## src/rtl/led_pkg.sv

```systemverilog
// Shared definitions for the LED pattern controller: mode encoding, speed limit, prescaler sizing.
// Latency: none (types, constants and pure functions only).
// Backpressure: none.
package led_pkg;

    typedef enum logic [1:0] {
        MODE_COUNT  = 2'd0,
        MODE_BOUNCE = 2'd1,
        MODE_BLINK  = 2'd2
    } mode_e;

    localparam logic [1:0] SPEED_MAX = 2'd3;

    // Wide enough to hold the slowest terminal count, CLK_DIV << SPEED_MAX.
    function automatic int presc_width(input int clk_div);
        return $clog2(clk_div * 8);
    endfunction

    // Mode cycle order on each mode-button press.
    function automatic mode_e next_mode(input mode_e m);
        case (m)
            MODE_COUNT:  return MODE_BOUNCE;
            MODE_BOUNCE: return MODE_BLINK;
            default:     return MODE_COUNT;
        endcase
    endfunction

endpackage

```

## src/rtl/led_pattern_ctrl_debounce.sv

```systemverilog
// Debounces one raw active-low button and emits a single-cycle pulse on each accepted press.
// Latency: raw edge to press_pulse is 2 + DEB_CYCLES clk cycles; shorter glitches never reach the output.
// Backpressure: none; the pulse is fire-and-forget and release edges produce nothing.
module btn_debounce #(
    parameter int DEB_CYCLES = 500000
) (
    input  logic clk,
    input  logic rst,
    input  logic btn_n,
    output logic pressed,
    output logic press_pulse
);

    localparam int CW = $clog2(DEB_CYCLES + 1);

    logic          r_sync1;
    logic          r_sync2;
    logic          r_level;
    logic          r_pulse;
    logic [CW-1:0] r_cnt;

    // Two-flop synchroniser, then accept a new level after DEB_CYCLES consecutive differing samples.
    always_ff @(posedge clk) begin
        if (rst) begin
            r_sync1 <= 1'b1;
            r_sync2 <= 1'b1;
            r_level <= 1'b1;
            r_cnt   <= '0;
            r_pulse <= 1'b0;
        end else begin
            r_sync1 <= btn_n;
            r_sync2 <= r_sync1;
            r_pulse <= 1'b0;
            if (r_sync2 == r_level) begin
                r_cnt <= '0;
            end else if (r_cnt == CW'(DEB_CYCLES - 1)) begin
                r_level <= r_sync2;
                r_cnt   <= '0;
                r_pulse <= ~r_sync2;
            end else begin
                r_cnt <= r_cnt + CW'(1);
            end
        end
    end

    assign pressed     = ~r_level;
    assign press_pulse = r_pulse;

endmodule

```

## src/rtl/led_pattern_ctrl.sv

```systemverilog
// Button-driven LED pattern engine (COUNT/BOUNCE/BLINK, four step rates); LED_PWM_EN adds duty gating.
// Latency: press pulse to mode/speed update 1 cycle; pattern to led 1 cycle (led is registered).
// Backpressure: none; buttons are sampled continuously and the LED bank always accepts.
module led_pattern_ctrl
    import led_pkg::*;
#(
    parameter int WIDTH      = 8,
    parameter int CLK_DIV    = 5000000,
    parameter int DEB_CYCLES = 500000
) (
    input  logic             clk,
    input  logic             rst,
    input  logic             btn_mode_n,
    input  logic             btn_spd_n,
`ifdef LED_PWM_EN
    input  logic [3:0]       led_duty,
`endif
    output logic [WIDTH-1:0] led,
    output logic [1:0]       mode,
    output logic [1:0]       speed_sel
);

    localparam int PW = presc_width(CLK_DIV);

    logic             w_mode_pulse;
    logic             w_spd_pulse;
    logic             w_mode_held;
    logic             w_spd_held;
    logic [1:0]       w_unused_held;

    mode_e            r_mode;
    logic [1:0]       r_speed;
    logic [PW-1:0]    r_presc;
    logic [WIDTH-1:0] r_pat;
    logic             r_dir_up;
    logic [WIDTH-1:0] r_led;

    logic [PW-1:0]    w_term;
    logic             w_tick;
    mode_e            w_mode_nxt;
    logic [WIDTH-1:0] w_pat_init;
    logic [WIDTH-1:0] w_pat_step;
    logic             w_dir_step;
    logic [WIDTH-1:0] w_led_nxt;

    btn_debounce #(.DEB_CYCLES(DEB_CYCLES)) u_deb_mode (
        .clk         (clk),
        .rst         (rst),
        .btn_n       (btn_mode_n),
        .pressed     (w_mode_held),
        .press_pulse (w_mode_pulse)
    );

    btn_debounce #(.DEB_CYCLES(DEB_CYCLES)) u_deb_spd (
        .clk         (clk),
        .rst         (rst),
        .btn_n       (btn_spd_n),
        .pressed     (w_spd_held),
        .press_pulse (w_spd_pulse)
    );

    // Held levels are not needed by the pattern engine.
    assign w_unused_held = {w_mode_held, w_spd_held};

    // Power-of-two CLK_DIV can make the shifted value wrap to zero; the -1 then still lands on all-ones.
    assign w_term     = (PW'(CLK_DIV) << r_speed) - PW'(1);
    assign w_tick     = (r_presc == w_term);
    assign w_mode_nxt = next_mode(r_mode);

    // Initial pattern of the mode being entered.
    always_comb begin
        w_pat_init = '0;
        case (w_mode_nxt)
            MODE_BOUNCE: w_pat_init = WIDTH'(1);
            MODE_BLINK:  w_pat_init = '1;
            default:     w_pat_init = '0;
        endcase
    end

    // One pattern step for the current mode; the bounce direction flips as an end bit lights up.
    always_comb begin
        w_pat_step = r_pat;
        w_dir_step = r_dir_up;
        case (r_mode)
            MODE_COUNT: w_pat_step = r_pat + WIDTH'(1);
            MODE_BOUNCE: begin
                if (WIDTH > 1) begin
                    if (r_dir_up) begin
                        w_pat_step = r_pat << 1;
                        if (w_pat_step[WIDTH-1]) w_dir_step = 1'b0;
                    end else begin
                        w_pat_step = r_pat >> 1;
                        if (w_pat_step[0]) w_dir_step = 1'b1;
                    end
                end
            end
            MODE_BLINK: w_pat_step = ~r_pat;
            default:    w_pat_step = r_pat;
        endcase
    end

    // Mode/speed state, prescaler and pattern; a mode change overrides a coincident tick.
    always_ff @(posedge clk) begin
        if (rst) begin
            r_mode   <= MODE_COUNT;
            r_speed  <= '0;
            r_presc  <= '0;
            r_pat    <= '0;
            r_dir_up <= 1'b1;
        end else begin
            if (w_mode_pulse) begin
                r_mode   <= w_mode_nxt;
                r_pat    <= w_pat_init;
                r_dir_up <= 1'b1;
            end else if (w_tick && !w_spd_pulse) begin
                r_pat    <= w_pat_step;
                r_dir_up <= w_dir_step;
            end
            if (w_spd_pulse) begin
                r_speed <= (r_speed == SPEED_MAX) ? 2'd0 : r_speed + 2'd1;
            end
            if (w_mode_pulse || w_spd_pulse || w_tick) begin
                r_presc <= '0;
            end else begin
                r_presc <= r_presc + PW'(1);
            end
        end
    end

`ifdef LED_PWM_EN
    logic [3:0] r_pwm_cnt;

    // Free-running duty counter; LEDs are on while it is below led_duty.
    always_ff @(posedge clk) begin
        if (rst) r_pwm_cnt <= '0;
        else     r_pwm_cnt <= r_pwm_cnt + 4'd1;
    end

    assign w_led_nxt = r_pat & {WIDTH{r_pwm_cnt < led_duty}};
`else
    assign w_led_nxt = r_pat;
`endif

    // Registered LED drive.
    always_ff @(posedge clk) begin
        if (rst) r_led <= '0;
        else     r_led <= w_led_nxt;
    end

    assign led       = r_led;
    assign mode      = r_mode;
    assign speed_sel = r_speed;

endmodule

```

## config.mk

```make
export PLATFORM = sky130hd
export DESIGN_NAME = led_pattern_ctrl
export DESIGN_NICKNAME = d
export VERILOG_FILES = /design/src/rtl/led_pkg.sv /design/src/rtl/led_pattern_ctrl_debounce.sv /design/src/rtl/led_pattern_ctrl.sv
export SDC_FILE = /design/constraint.sdc
export NUM_CORES = 1
export LEC_CHECK = 0
export CAP_MARGIN = 10
export CORE_AREA = 8 8 102 140
export CTS_CLUSTER_SIZE = 20
export DETAILED_ROUTE_END_ITERATION = 10
export DIE_AREA = 0 0 110 148
export HOLD_SLACK_MARGIN = 0.06
export PLACE_DENSITY = 0.62
export SYNTH_ARGS = -nofsm -noshare
export SYNTH_HDL_FRONTEND = slang
export SYNTH_HIERARCHICAL = 1
export SYNTH_SLANG_ARGS = --single-unit
```

## constraint.sdc

```tcl
create_clock -name clk -period 3.93 [get_ports clk]
set_clock_uncertainty 0.1 [all_clocks]
set_input_delay 0.786 -clock clk [delete_from_list [all_inputs] [get_ports clk]]
set_output_delay 0.786 -clock clk [all_outputs]
set_load 0.02 [all_outputs]
```

==> summary.txt, run 1 <==
STA
------------------------------------------------------------------------------------------------------
Maximum operating frequency                                                                  327.2 MHz
Final critical delay including setup and external delays                                      3.057 ns
Relative slew margins                                                                           50.45%
Worst-margin pin slew                                                                        0.7409 ns
Total setup violations reported at the end of the flow                                               0
Number of pins with negative max-slew slack in the final report                                      0
Fin worst setup slack                                                                        0.8733 ns
Setup repair after global routing missed its margin                                              false
Share of the clock period used by the worst path after layout                                   77.78%
Setup TNS                                                                                         0 ns
Final hold violation count                                                                           0

FLOORPLANNING
------------------------------------------------------------------------------------------------------
Area of the core region                                                                      12190 um2
Core Rows                                                                                           48
Initial Util                                                                                    38.91%
Chip width                                                                                      110 um
I/O pin count                                                                                       16
Die Ht                                                                                          148 um
Die Outline Area                                                                             16280 um2

CLOCK TREE
------------------------------------------------------------------------------------------------------
Buffer count from post-CTS setup fixing                                                              0
Cell chosen for the clock root                                                            sky130_fd_sc_hd__clkbuf_16
Number of buffers created by CTS                                                                     9
Sinks on the clock net                                                                              93
Source-to-sink clock delay at the later pin of the worst-skew pair                             0.34 ns
Depth of the CTS H-tree                                                                              3
Post-CTS sizing                                                                                      0
Clock transition at the register clock pins on the worst setup and hold paths after CTS        0.06 ns
Number of buffers added to fix hold violations after cts                                             0
Buffer levels on the longest clock path                                                              2
Clock tree from TritonCTS                                                                         done

POWER
------------------------------------------------------------------------------------------------------
Leak pwr                                                                                      1.737 nW
Worst supply voltage drop on vdd                                                              222.7 uV
Power Total                                                                                   1.880 mW
Total power divided by cell area                                                          352.6 nW/um2

YOSYS
------------------------------------------------------------------------------------------------------
Number of synthesis warnings                                                                         6
Total standard cell area after synthesis                                                      4743 um2
Post-synthesis instance total                                                                      538
Nets in the synthesized netlist                                                                    557
Mean cell area of the mapped netlist                                                         8.817 um2

PLACEMENT
------------------------------------------------------------------------------------------------------
Number of port buffers                                                                              15
Final HPWL DP                                                                                  7131 um
Final GP Congestion                                                                             0.8321
Worst setup timing slack at the placement stage                                              0.9010 ns

FINAL LAYOUT
------------------------------------------------------------------------------------------------------
Antenna diode count                                                                                  0
Final nets                                                                                         572
Relative area change from synthesis to final layout                                             12.40%
Fraction of layout cells with a size suffix above 1                                             6.475%

MIN PATH
------------------------------------------------------------------------------------------------------
Hold wc startpoint                                                                        u_deb_spd/r_sync1
Cell depth of the worst hold path                                                                    1
Min-Delay Endpoint                                                                        u_deb_spd/r_sync2
Hold crit path type                                                                         reg -> reg

GRT
------------------------------------------------------------------------------------------------------
Residual overflow from global routing                                                                0
Antenna violations before repair                                                                     0
Number of global-route vias before repair                                                         3642
Global-route wire length before repair                                                        16860 um
Overall global routing resource usage                                                           12.79%
Largest net degree at the start of global routing                                                   27

OUTCOME
------------------------------------------------------------------------------------------------------
Run status                                                                                finished clean

WORST SETUP PATH
------------------------------------------------------------------------------------------------------
Worst R2R Start                                                                           speed_sel[0]
R2R Path End                                                                                  r_pat[1]
Largest fanout of any net on the critical path                                                       9
CP required                                                                                    4.05 ns
Critical path start-end classification                                                      reg -> reg
Startpoint types                                                                             flip-flop
Cell depth of the worst flop-to-flop path                                                            9
CP Capture Type                                                                              flip-flop
Reg2Reg Setup Slack                                                                            0.87 ns
Worst EP arrival                                                                               3.18 ns

ROUTE
------------------------------------------------------------------------------------------------------
Final wirelength                                                                               9847 um
Violation count after the first detailed-route iteration                                           159
Detailed-route wire length per cell                                                           13.95 um
Number of optimization iterations in the first detailed-route pass                                   4
Vias post-DR                                                                                      3815
Routed vias/inst                                                                                 5.404
Antenna Violating Nets Remaining                                                                     0
Residual DRC                                                                                         0

JOB
------------------------------------------------------------------------------------------------------
Max-cap violations                                                                                   0

cells in the final DEF (no fill, tap or decap), drive strengths merged, types with 16 or more instances in the layout:
cell type	instances
dfxtp	93
a21oi	16
nand3	25
nor3	17
mux2i	17
xnor2	49
nand2	31
nand4	18
inv	25
nor2	89
per-layer routing:
layer	vias up	track usage, %	part of all wire, %
met2	75	21.65	50
li1	1918	-	-
met4	0	6.169	2.4
met1	1798	14.29	43
met5	-	0	0
met3	24	3.355	4.6
where the power goes:
group	total, mW	internal, mW	switching [mW]	leakage, nW
combinational	0.0294	0.0109	0.0185	0.846
sequential	0.951	0.947	0.00368	0.751
clock	0.899	0.550	0.349	0.141
total	1.88	1.51	0.371	1.74
per-stage QoR:
| stage | area (um2) | utilization (%) | hold slack [ns] | instances |
|---|---|---|---|---|
| after floorplan | 4743 | - | 0.2895 | 538 |
| after global placement | 5027 | 41.24 | 0.2947 | 692 |
| after detailed placement | 5027 | 41.24 | 0.2980 | 692 |
| after CTS | 5331 | 43.73 | 0.3132 | 706 |
| after global routing | 5331 | 43.73 | 0.3232 | 706 |
| final | 5331 | 43.73 | 0.3104 | 706 |
registers in the layout, indices dropped and copies added (netlist names), 2 cells and up:
register          flops
speed_sel             2
r_presc              26
u_deb_mode/r_cnt     19
led                   8
r_pat                 8
u_deb_spd/r_cnt      19
mode                  2
worst max path at each step:
stage | from | slack (ns) | cells past startpoint | end
6_report | speed_sel[0] | 0.87 | 9 | r_pat[1]
5_1_grt | speed_sel[0] | 0.75 | 9 | r_pat[4]
4_1_cts | speed_sel[0] | 0.88 | 9 | r_pat[1]
3_5_place_dp | speed_sel[0] | 0.90 | 9 | r_pat[1]
3_3_place_gp | speed_sel[0] | 0.99 | 9 | r_pat[4]
2_1_floorplan | speed_sel[0] | 0.96 | 9 | r_dir_up
critical path: stages (launching register included):
cell and delay, ns:
sky130_fd_sc_hd__dfxtp_1 0.52, sky130_fd_sc_hd__inv_1 0.15, sky130_fd_sc_hd__ha_1 0.26, sky130_fd_sc_hd__inv_1 0.07, sky130_fd_sc_hd__ha_1 0.18, sky130_fd_sc_hd__nand2b_4 0.06
sky130_fd_sc_hd__or4_4 0.51, sky130_fd_sc_hd__a2111oi_4 0.49, sky130_fd_sc_hd__a311oi_1 0.22, sky130_fd_sc_hd__a221o_1 0.39
cell type report:
cell class / instances / area [um2]
clock inverter: 4 / 75.07
multi-input combinational: 407 / 2719
inverter: 25 / 93.84
sequential: 93 / 1862
timing repair buffer: 17 / 165.2
fill: 1232 / 6860
tap: 150 / 187.7
clock buffer: 10 / 229.0
Power figures use the tool's default switching activity.
==> run 2, diff against run 1 <==
--- a/config.mk
+++ b/config.mk
@@ -11,7 +11,7 @@
 export DETAILED_ROUTE_END_ITERATION = 10
 export DIE_AREA = 0 0 110 148
 export HOLD_SLACK_MARGIN = 0.06
-export PLACE_DENSITY = 0.62
+export PLACE_DENSITY = 0.64
 export SYNTH_ARGS = -nofsm -noshare
 export SYNTH_HDL_FRONTEND = slang
 export SYNTH_HIERARCHICAL = 1
==> constraint.sdc (replaced) <==
create_clock -name clk -period 2.7 [get_ports clk]
set_clock_uncertainty 0.1 [all_clocks]
set_input_delay 0.54 -clock clk [delete_from_list [all_inputs] [get_ports clk]]
set_output_delay 0.54 -clock clk [all_outputs]
set_load 0.02 [all_outputs]
==> run 2 against run 1 <==
Setup slack got worse by 0.80 ns. Largest cell class unchanged. Highest routed layer is now met5. Register-to-register slack got worse by 0.80 ns. Critical path depth fell by 1. Maximum frequency rose by 16%. First-iteration DRC count fell by 37%. Design area rose by 2.7%. Via count rose by 1.0%. Critical path type unchanged. Non-clock buffer count rose by 6.
==> summary.txt, run 2 (same netlist as run 1, synthesis figures left out) <==
FINAL LAYOUT
------------------------------------------------------------------------------------------------------
Largest reg by FF count                                                                        r_presc
Leading cell type in the layout, fill and taps excluded                                   sky130_fd_sc_hd__dfxtp_1
Post-route standard cell area excluding fillers                                               5474 um2
Utilization of the core after routing                                                           44.90%
Final nets                                                                                         578
Biggest registers after layout                                                            r_presc: 26 flops, u_deb_mode/r_cnt: 19 flops, u_deb_spd/r_cnt: 19 flops
Commonest cells after routing, fill and taps aside                                        91 x sky130_fd_sc_hd__dfxtp_1, 89 x sky130_fd_sc_hd__nor2_1, 49 x sky130_fd_sc_hd__xnor2_1
Final Instance Count excl. Fillers                                                                 714
Fraction of layout cells with a size suffix above 1                                             9.929%
Number of flip-flops under the largest register name                                                26
Antenna diode count                                                                                  0
Relative area change from synthesis to final layout                                             15.40%

ROUTE
------------------------------------------------------------------------------------------------------
Number of optimization iterations in the first detailed-route pass                                   4
Routed vias/inst                                                                                 5.396
Vias post-DR                                                                                      3853
Antenna Violating Nets Remaining                                                                     0
Violation count after the first detailed-route iteration                                           100
Final wirelength                                                                               9923 um
Residual DRC                                                                                         0
Detailed-route wire length per cell                                                           13.90 um

WORST SETUP PATH
------------------------------------------------------------------------------------------------------
CP Capture Type                                                                              flip-flop
Largest fanout of any net on the critical path                                                       4
Worst EP arrival                                                                               2.75 ns
Critical path start-end classification                                                      reg -> reg
Startpoint types                                                                             flip-flop
CP required                                                                                    2.83 ns
Reg2Reg Setup Slack                                                                            0.07 ns

CLOCK TREE
------------------------------------------------------------------------------------------------------
Buffer levels on the longest clock path                                                              2
Clock tree from TritonCTS                                                                         done
Number of buffers created by CTS                                                                     9
Buffer count from post-CTS setup fixing                                                              0
Number of buffers added to fix hold violations after cts                                             0
Depth of the CTS H-tree                                                                              3
Clock transition at the register clock pins on the worst setup and hold paths after CTS        0.07 ns
Sinks on the clock net                                                                              93
Cell chosen for the clock root                                                            sky130_fd_sc_hd__clkbuf_16
Source-to-sink clock delay at the later pin of the worst-skew pair                             0.34 ns

FLOORPLANNING
------------------------------------------------------------------------------------------------------
Chip width                                                                                      110 um
Area of the core region                                                                      12190 um2
Die Outline Area                                                                             16280 um2
Initial Util                                                                                    38.91%
Die Ht                                                                                          148 um
Core Rows                                                                                           48
I/O pin count                                                                                       16

STA
------------------------------------------------------------------------------------------------------
Maximum operating frequency                                                                  380.7 MHz
Setup repair after global routing missed its margin                                              false
Fin worst setup slack                                                                       0.07323 ns
Final hold violation count                                                                           0
Setup TNS                                                                                         0 ns
Share of the clock period used by the worst path after layout                                   97.29%
Final critical delay including setup and external delays                                      2.627 ns
Worst-margin pin slew                                                                        0.6023 ns
Relative slew margins                                                                           59.48%
Total setup violations reported at the end of the flow                                               0
Worst Hold Slack                                                                             0.3095 ns
Number of pins with negative max-slew slack in the final report                                      0

GRT
------------------------------------------------------------------------------------------------------
Overall global routing resource usage                                                           12.67%
Antenna violations before repair                                                                     1
Residual overflow from global routing                                                                0
Global-route wire length before repair                                                        16670 um
Number of global-route vias before repair                                                         3756
Largest net degree at the start of global routing                                                   27

PLACEMENT
------------------------------------------------------------------------------------------------------
Final GP Congestion                                                                             0.8427
Cell count after placement                                                                         698
Worst setup timing slack at the placement stage                                             0.04399 ns
Final HPWL DP                                                                                  7289 um
Placed Area                                                                                   5092 um2
Number of port buffers                                                                              15

POWER
------------------------------------------------------------------------------------------------------
Leak pwr                                                                                      1.803 nW
Total power divided by cell area                                                          513.5 nW/um2
Power Total                                                                                   2.811 mW
Worst supply voltage drop on vdd                                                              300.5 uV

JOB
------------------------------------------------------------------------------------------------------
Max-cap violations                                                                                   0

MIN PATH
------------------------------------------------------------------------------------------------------
Hold crit path type                                                                         reg -> reg

OUTCOME
------------------------------------------------------------------------------------------------------
Run status                                                                                finished clean

-- run 2: cell count changes in the layout (fill, tap and decap cells not counted), sizes merged --
| cell | change |
|---|---|
| inv | +3 |
| buf | +6 |
| clkinv | +1 |
| clkinvlp | -2 |
-- run 2: path summary, 6_finish.rpt --
| check | startpoint | endpoint | cells after the start |
|---|---|---|---|
| max | speed_sel[0] | r_pat[4] | 8 |
| min | u_deb_mode/r_sync1 | u_deb_mode/r_sync2 | 1 |
| max reg2reg | speed_sel[0] | r_pat[4] | 8 |
| min reg2reg | u_deb_mode/r_sync1 | u_deb_mode/r_sync2 | 1 |
-- run 2: what timing repair did --
item,in CTS,in global routing
hold endpoints to repair,0,0
setup endpoints to repair,0,7
gates resized for setup,0,12
-- run 2: metal layers --
| layer | share of wire [%] | wire (um) | track usage, % |
|---|---|---|---|
| met1 | 42 | 4178 | 13.18 |
| met2 | 51 | 5108 | 22.64 |
| met3 | 3.9 | 388 | 2.919 |
| met4 | 2.3 | 232 | 6.576 |
| met5 | 0.15 | 15 | 0 |
-- run 2: where the power goes --
group / leakage [nW] / switching, mW / internal [mW]
clock: 0.164 / 0.539 / 0.845
sequential: 0.752 / 0.00500 / 1.38
combinational: 0.887 / 0.0273 / 0.0182
total: 1.80 / 0.571 / 2.24
-- run 2: cell type report --
type                    instances  area, um2
well taps                     150      187.7
flip-flops and latches         93       1869
clock buffers                  10      239.0
clock inverters                 6      91.34
inverters                      25      96.34
multi-input cells             407       2768
fillers                      1159       6718
repair buffers                 23      222.7
-- run 2: worst max-delay path, cell delays in order (launching register included) --
cell                        delay, ns
sky130_fd_sc_hd__dfxtp_4         0.39
sky130_fd_sc_hd__inv_4           0.05
sky130_fd_sc_hd__ha_4            0.15
sky130_fd_sc_hd__buf_4           0.13
sky130_fd_sc_hd__nand2b_4        0.14
sky130_fd_sc_hd__or4_4           0.56
sky130_fd_sc_hd__a2111oi_4       0.42
sky130_fd_sc_hd__a311oi_2        0.19
sky130_fd_sc_hd__a221o_1         0.38
==> run 3, diff against run 2 <==
--- a/config.mk
+++ b/config.mk
@@ -6,10 +6,10 @@
 export NUM_CORES = 1
 export LEC_CHECK = 0
 export CAP_MARGIN = 10
-export CORE_AREA = 8 8 102 140
+export CORE_AREA = 4 4 98 136
 export CTS_CLUSTER_SIZE = 20
 export DETAILED_ROUTE_END_ITERATION = 10
-export DIE_AREA = 0 0 110 148
+export DIE_AREA = 0 0 102 140
 export HOLD_SLACK_MARGIN = 0.06
 export PLACE_DENSITY = 0.64
 export SYNTH_ARGS = -nofsm -noshare
==> run 3 against run 2 <==
Via count increased by 1.2%. Critical path type unchanged. Highest routed layer is now met4. Total power decreased by 6.2%. Design area increased by 0.32%. Critical path depth increased by 1. Clock-buffer cell count increased by 2. Flip-flop and latch count unchanged. First-iteration DRC count increased by 42%. Worst hold slack got worse by 0.0018 ns. Global-route usage increased by 1.8 points.
==> summary.txt, run 3 (same netlist as run 1, synthesis figures left out) <==
GRT
------------------------------------------------------------------------------------------------------
Antenna violations before repair                                                                     0
Largest net degree at the start of global routing                                                   27
Number of global-route vias before repair                                                         3736
Overall global routing resource usage                                                           14.42%
Residual overflow from global routing                                                                0
Global-route wire length before repair                                                        16920 um

POWER
------------------------------------------------------------------------------------------------------
Worst supply voltage drop on vdd                                                              242.0 uV
Total power divided by cell area                                                          480.3 nW/um2
Power Total                                                                                   2.638 mW
Leak pwr                                                                                      1.808 nW

PLACEMENT
------------------------------------------------------------------------------------------------------
Placed Area                                                                                   5100 um2
Final HPWL DP                                                                                  7134 um
Worst setup timing slack at the placement stage                                            -0.01470 ns
Cell count after placement                                                                         699
Number of port buffers                                                                              15
Final GP Congestion                                                                             0.8386

FLOORPLANNING
------------------------------------------------------------------------------------------------------
Die Outline Area                                                                             14280 um2
Initial Util                                                                                    38.72%
Core Rows                                                                                           48
Area of the core region                                                                      12250 um2
I/O pin count                                                                                       16
Die Ht                                                                                          140 um
Chip width                                                                                      102 um

STA
------------------------------------------------------------------------------------------------------
Setup repair after global routing missed its margin                                              false
Worst Hold Slack                                                                             0.3077 ns
Maximum operating frequency                                                                  383.1 MHz
Number of pins with negative max-slew slack in the final report                                      0
Final hold violation count                                                                           0
Share of the clock period used by the worst path after layout                                   96.67%
Fin worst setup slack                                                                       0.08979 ns
Worst-margin pin slew                                                                        0.5966 ns
Relative slew margins                                                                           59.86%
Setup TNS                                                                                         0 ns
Total setup violations reported at the end of the flow                                               0
Final critical delay including setup and external delays                                      2.610 ns

OUTCOME
------------------------------------------------------------------------------------------------------
Run status                                                                                finished clean

WORST SETUP PATH
------------------------------------------------------------------------------------------------------
Largest fanout of any net on the critical path                                                       8
CP required                                                                                    2.83 ns
CP Capture Type                                                                              flip-flop
Worst EP arrival                                                                               2.74 ns
Critical path start-end classification                                                      reg -> reg
Startpoint types                                                                             flip-flop

CLOCK TREE
------------------------------------------------------------------------------------------------------
Sinks on the clock net                                                                              93
Clock transition at the register clock pins on the worst setup and hold paths after CTS        0.06 ns
Source-to-sink clock delay at the later pin of the worst-skew pair                             0.34 ns
Cell chosen for the clock root                                                            sky130_fd_sc_hd__clkbuf_16
Depth of the CTS H-tree                                                                              3
Clock tree from TritonCTS                                                                         done
Number of buffers created by CTS                                                                     9
Buffer levels on the longest clock path                                                              2

FINAL LAYOUT
------------------------------------------------------------------------------------------------------
Final Instance Count excl. Fillers                                                                 719
Utilization of the core after routing                                                           44.82%
Antenna diode count                                                                                  0
Relative area change from synthesis to final layout                                             15.77%
Fraction of layout cells with a size suffix above 1                                             10.72%
Commonest cells after routing, fill and taps aside                                        91 x sky130_fd_sc_hd__dfxtp_1, 89 x sky130_fd_sc_hd__nor2_1, 49 x sky130_fd_sc_hd__xnor2_1
Leading cell type in the layout, fill and taps excluded                                   sky130_fd_sc_hd__dfxtp_1
Biggest registers after layout                                                            r_presc: 26 flops, u_deb_mode/r_cnt: 19 flops, u_deb_spd/r_cnt: 19 flops
Final nets                                                                                         583
Largest reg by FF count                                                                        r_presc
Number of flip-flops under the largest register name                                                26
Post-route standard cell area excluding fillers                                               5492 um2

ROUTE
------------------------------------------------------------------------------------------------------
Residual DRC                                                                                         0
Antenna Violating Nets Remaining                                                                     0
Detailed-route wire length per cell                                                           13.93 um
Violation count after the first detailed-route iteration                                           142
Routed vias/inst                                                                                 5.421
Vias post-DR                                                                                      3898
Number of optimization iterations in the first detailed-route pass                                   4
Final wirelength                                                                              10020 um

JOB
------------------------------------------------------------------------------------------------------
Max-cap violations                                                                                   0

MIN PATH
------------------------------------------------------------------------------------------------------
Hold crit path type                                                                         reg -> reg

## run 3: worst paths after layout
path | slack [ns] | cells after the start | endpoint | from
worst max-delay path | 0.09 | 9 | r_presc[11] | speed_sel[1]
worst min-delay path | 0.31 | 1 | u_deb_spd/r_sync2 | u_deb_spd/r_sync1
worst max register to register | 0.09 | 9 | r_presc[11] | speed_sel[1]
worst min register to register | 0.31 | 1 | u_deb_spd/r_sync2 | u_deb_spd/r_sync1
## run 3: power by group
group	total (mW)	switching [mW]	internal, mW
Combinational	0.0533	0.0298	0.0235
Sequential	1.38	0.00483	1.38
Clock	1.20	0.524	0.678
## run 3: layer usage
layer / vias up / wire length [um] / track usage [%]
met5: - / 0 / 0
met4: 0 / 214 / 6.012
met3: 15 / 356 / 3.388
met2: 69 / 5246 / 25.28
met1: 1865 / 4198 / 16.44
li1: 1949 / - / -
## run 3: critical path, cell delays in order, from the launching register on
cell                        delay, ns
sky130_fd_sc_hd__dfxtp_4         0.35
sky130_fd_sc_hd__buf_4           0.16
sky130_fd_sc_hd__ha_2            0.18
sky130_fd_sc_hd__nand2b_4        0.14
sky130_fd_sc_hd__or4_4           0.54
sky130_fd_sc_hd__a2111o_1        0.42
sky130_fd_sc_hd__buf_6           0.13
sky130_fd_sc_hd__o21ai_4         0.25
sky130_fd_sc_hd__clkbuf_16       0.20
sky130_fd_sc_hd__nor2_1          0.04
## run 3: layout make-up
cell class	count	area (um2)
clock buffers	12	256.5
clock inverters	4	30.03
fillers	1223	6760
inverters	25	98.84
multi-input cells	407	2764
flip-flops and latches	93	1869
well taps	150	187.7
repair buffers	28	285.3
## run 3: what timing repair did
| action | in CTS | in global routing |
|---|---|---|
| gates resized for setup | 4 | 12 |
| cloned | 0 | 2 |
| pin swaps | 4 | 4 |
| hold endpoints to repair | 0 | 0 |
| hold buffers | 0 | 0 |
| setup buffers | 2 | 0 |
| setup endpoints to repair | 1 | 34 |
==> RTL edit (flow settings as in run 1) <==
Put one more register stage on the output `led`, cleared by the reset. The value now appears one clock later. The other outputs are not delayed to match. Comments in the files are not updated.
--- a/src/rtl/led_pattern_ctrl.sv
+++ b/src/rtl/led_pattern_ctrl.sv
@@ -149,3 +149,9 @@
 
-    assign led       = r_led;
+    always_ff @(posedge clk) begin
+        if (rst) begin
+            led <= '0;
+        end else begin
+            led <= r_led;
+        end
+    end
     assign mode      = r_mode;
Behaviour: no difference found for any inputs over 10 cycles, from zero or initial values and one cycle with rst high; that may be too few to reach the edited logic, so the function may still have changed.
==> RTL edit against run 1 <==
Routed wire length shrank 3.3%; combinational power is essentially flat; critical endpoint is now r_pat[2]$_SDFFE_PP0P_; synthesized area grew 5.6%; design area grew 3.1%; setup slack gained 0.14 ns; global-route usage shrank 0.44 points; maximum frequency grew 4.8%; largest power group unchanged; total power grew 6.1%; sequential cell count grew 8; first-iteration DRC count grew 13%; largest cell class unchanged; die area is the same.
==> RTL edit: results (changes against run 1) <==
- Max incr delay on CP: 0.60 ns (was 0.52 ns)
- Clock tree buffer depth: 2 (unchanged)
- DP Cell Count: 699 (was 692)
- Antenna fix cells: 0 (unchanged)
- Post-Place Setup Slack: 1.00 ns (was 0.901 ns)
- Total number of vias: 3,798 (was 3,815)
- GRT Overall Usage: 12.3% (was 12.8%)
- Port Buf Inserts: 15 (unchanged)
- Antenna violations before repair: 0 (unchanged)
- Placer congestion estimate: 0.912 (was 0.832)
- Mapped Cells: 554 (was 538)
- Hpwl dp: 6780 µm (was 7130 µm)
- Drt first pass iters: 6 (was 4)
- Relative slew slack: 50.2% (was 50.5%)
- Slowest library cell on the worst path: or4b_4 (was dfxtp_1)
- First-pass GRT wire length: 16,500 µm (was 16,900 µm)
- Post-CTS sizing: 0 (unchanged)
- Num CTS Buffers: 9 (unchanged)
- Fin nets: 579 (was 572)
- Min-Delay Path Class: flip-flop to flip-flop (unchanged)
- Pin count of the biggest net entering global routing: 28 (was 27)
- Total Wirelength: 9520 µm (was 9850 µm)
- Starting DRT DRC Count: 180 (was 159)
- Crit-path max FO: 13 (was 9)
- Number of global-route vias before repair: 3,668 (was 3,642)
- Outcome: finished, final reports clean (unchanged)
- Max VDD drop: 0.000196 V (was 0.000223 V)
- CP arrival: 3.03 ns (was 3.18 ns)
- Syn Nets: 573 (was 557)
- Htree depth: 3 (unchanged)
- Leak: 0.00181 µW (was 0.00174 µW)
- Share of cells above drive strength 1: 6.90% (was 6.47%)
- Final std cells w/o fill: 715 (was 706)
- Family with the most delay on the worst path: simple AND/OR/NAND/NOR gates (was compound AO/OA/AOI/OAI gates)
- CTS root buf: clkbuf_16 (unchanged)
[RTL edit: cell type report]
class                           instances  area, µm²
Clock buffer                           10        229
Inverter                               18       67.6
Multi-Input combinational cell        413       2740
Tap cell                              150        188
Clock inverter                          6       87.6
Sequential cell                       101       2020
Timing Repair Buffer                   17        165
Fill cell                            1188       6700
[RTL edit: stage by stage]
step	hold WS, ns	area, µm²
after detailed placement	0.297	5180
after floorplan	0.289	5010
after global placement	0.292	5180
after global routing	0.334	5490
final	0.310	5490
after CTS	0.313	5490
[RTL edit: final timing paths]
kind / startpoint / endpoint / slack [ns] / cells past startpoint
worst max-delay path: speed_sel[1]$_SDFFE_PP0P_ / r_pat[2]$_SDFFE_PP0P_ / 1.01 / 10
worst min-delay path: u_deb_spd/r_sync1$_SDFF_PP1_ / u_deb_spd/r_sync2$_SDFF_PP1_ / 0.31 / 1
worst max register to register: speed_sel[1]$_SDFFE_PP0P_ / r_pat[2]$_SDFFE_PP0P_ / 1.01 / 10
worst min register to register: u_deb_spd/r_sync1$_SDFF_PP1_ / u_deb_spd/r_sync2$_SDFF_PP1_ / 0.31 / 1
[RTL edit: per-layer routing]
metal	share of wire [%]	GRT usage [%]	vias to the layer above
li1	-	-	1932
met1	45	14.1	1798
met2	50	21.4	54
met3	3.1	2.75	14
met4	1.6	4.75	0
met5	0	0	-
[RTL edit: power breakdown]
part | switching [µW] | internal (µW) | total [µW] | leakage, µW
sequential | 3.74 | 1030 | 1030 | 0.000815
combinational | 19.1 | 10.3 | 29.4 | 0.000842
clock | 375 | 558 | 933 | 0.000156
total | 398 | 1600 | 1990 | 0.00181
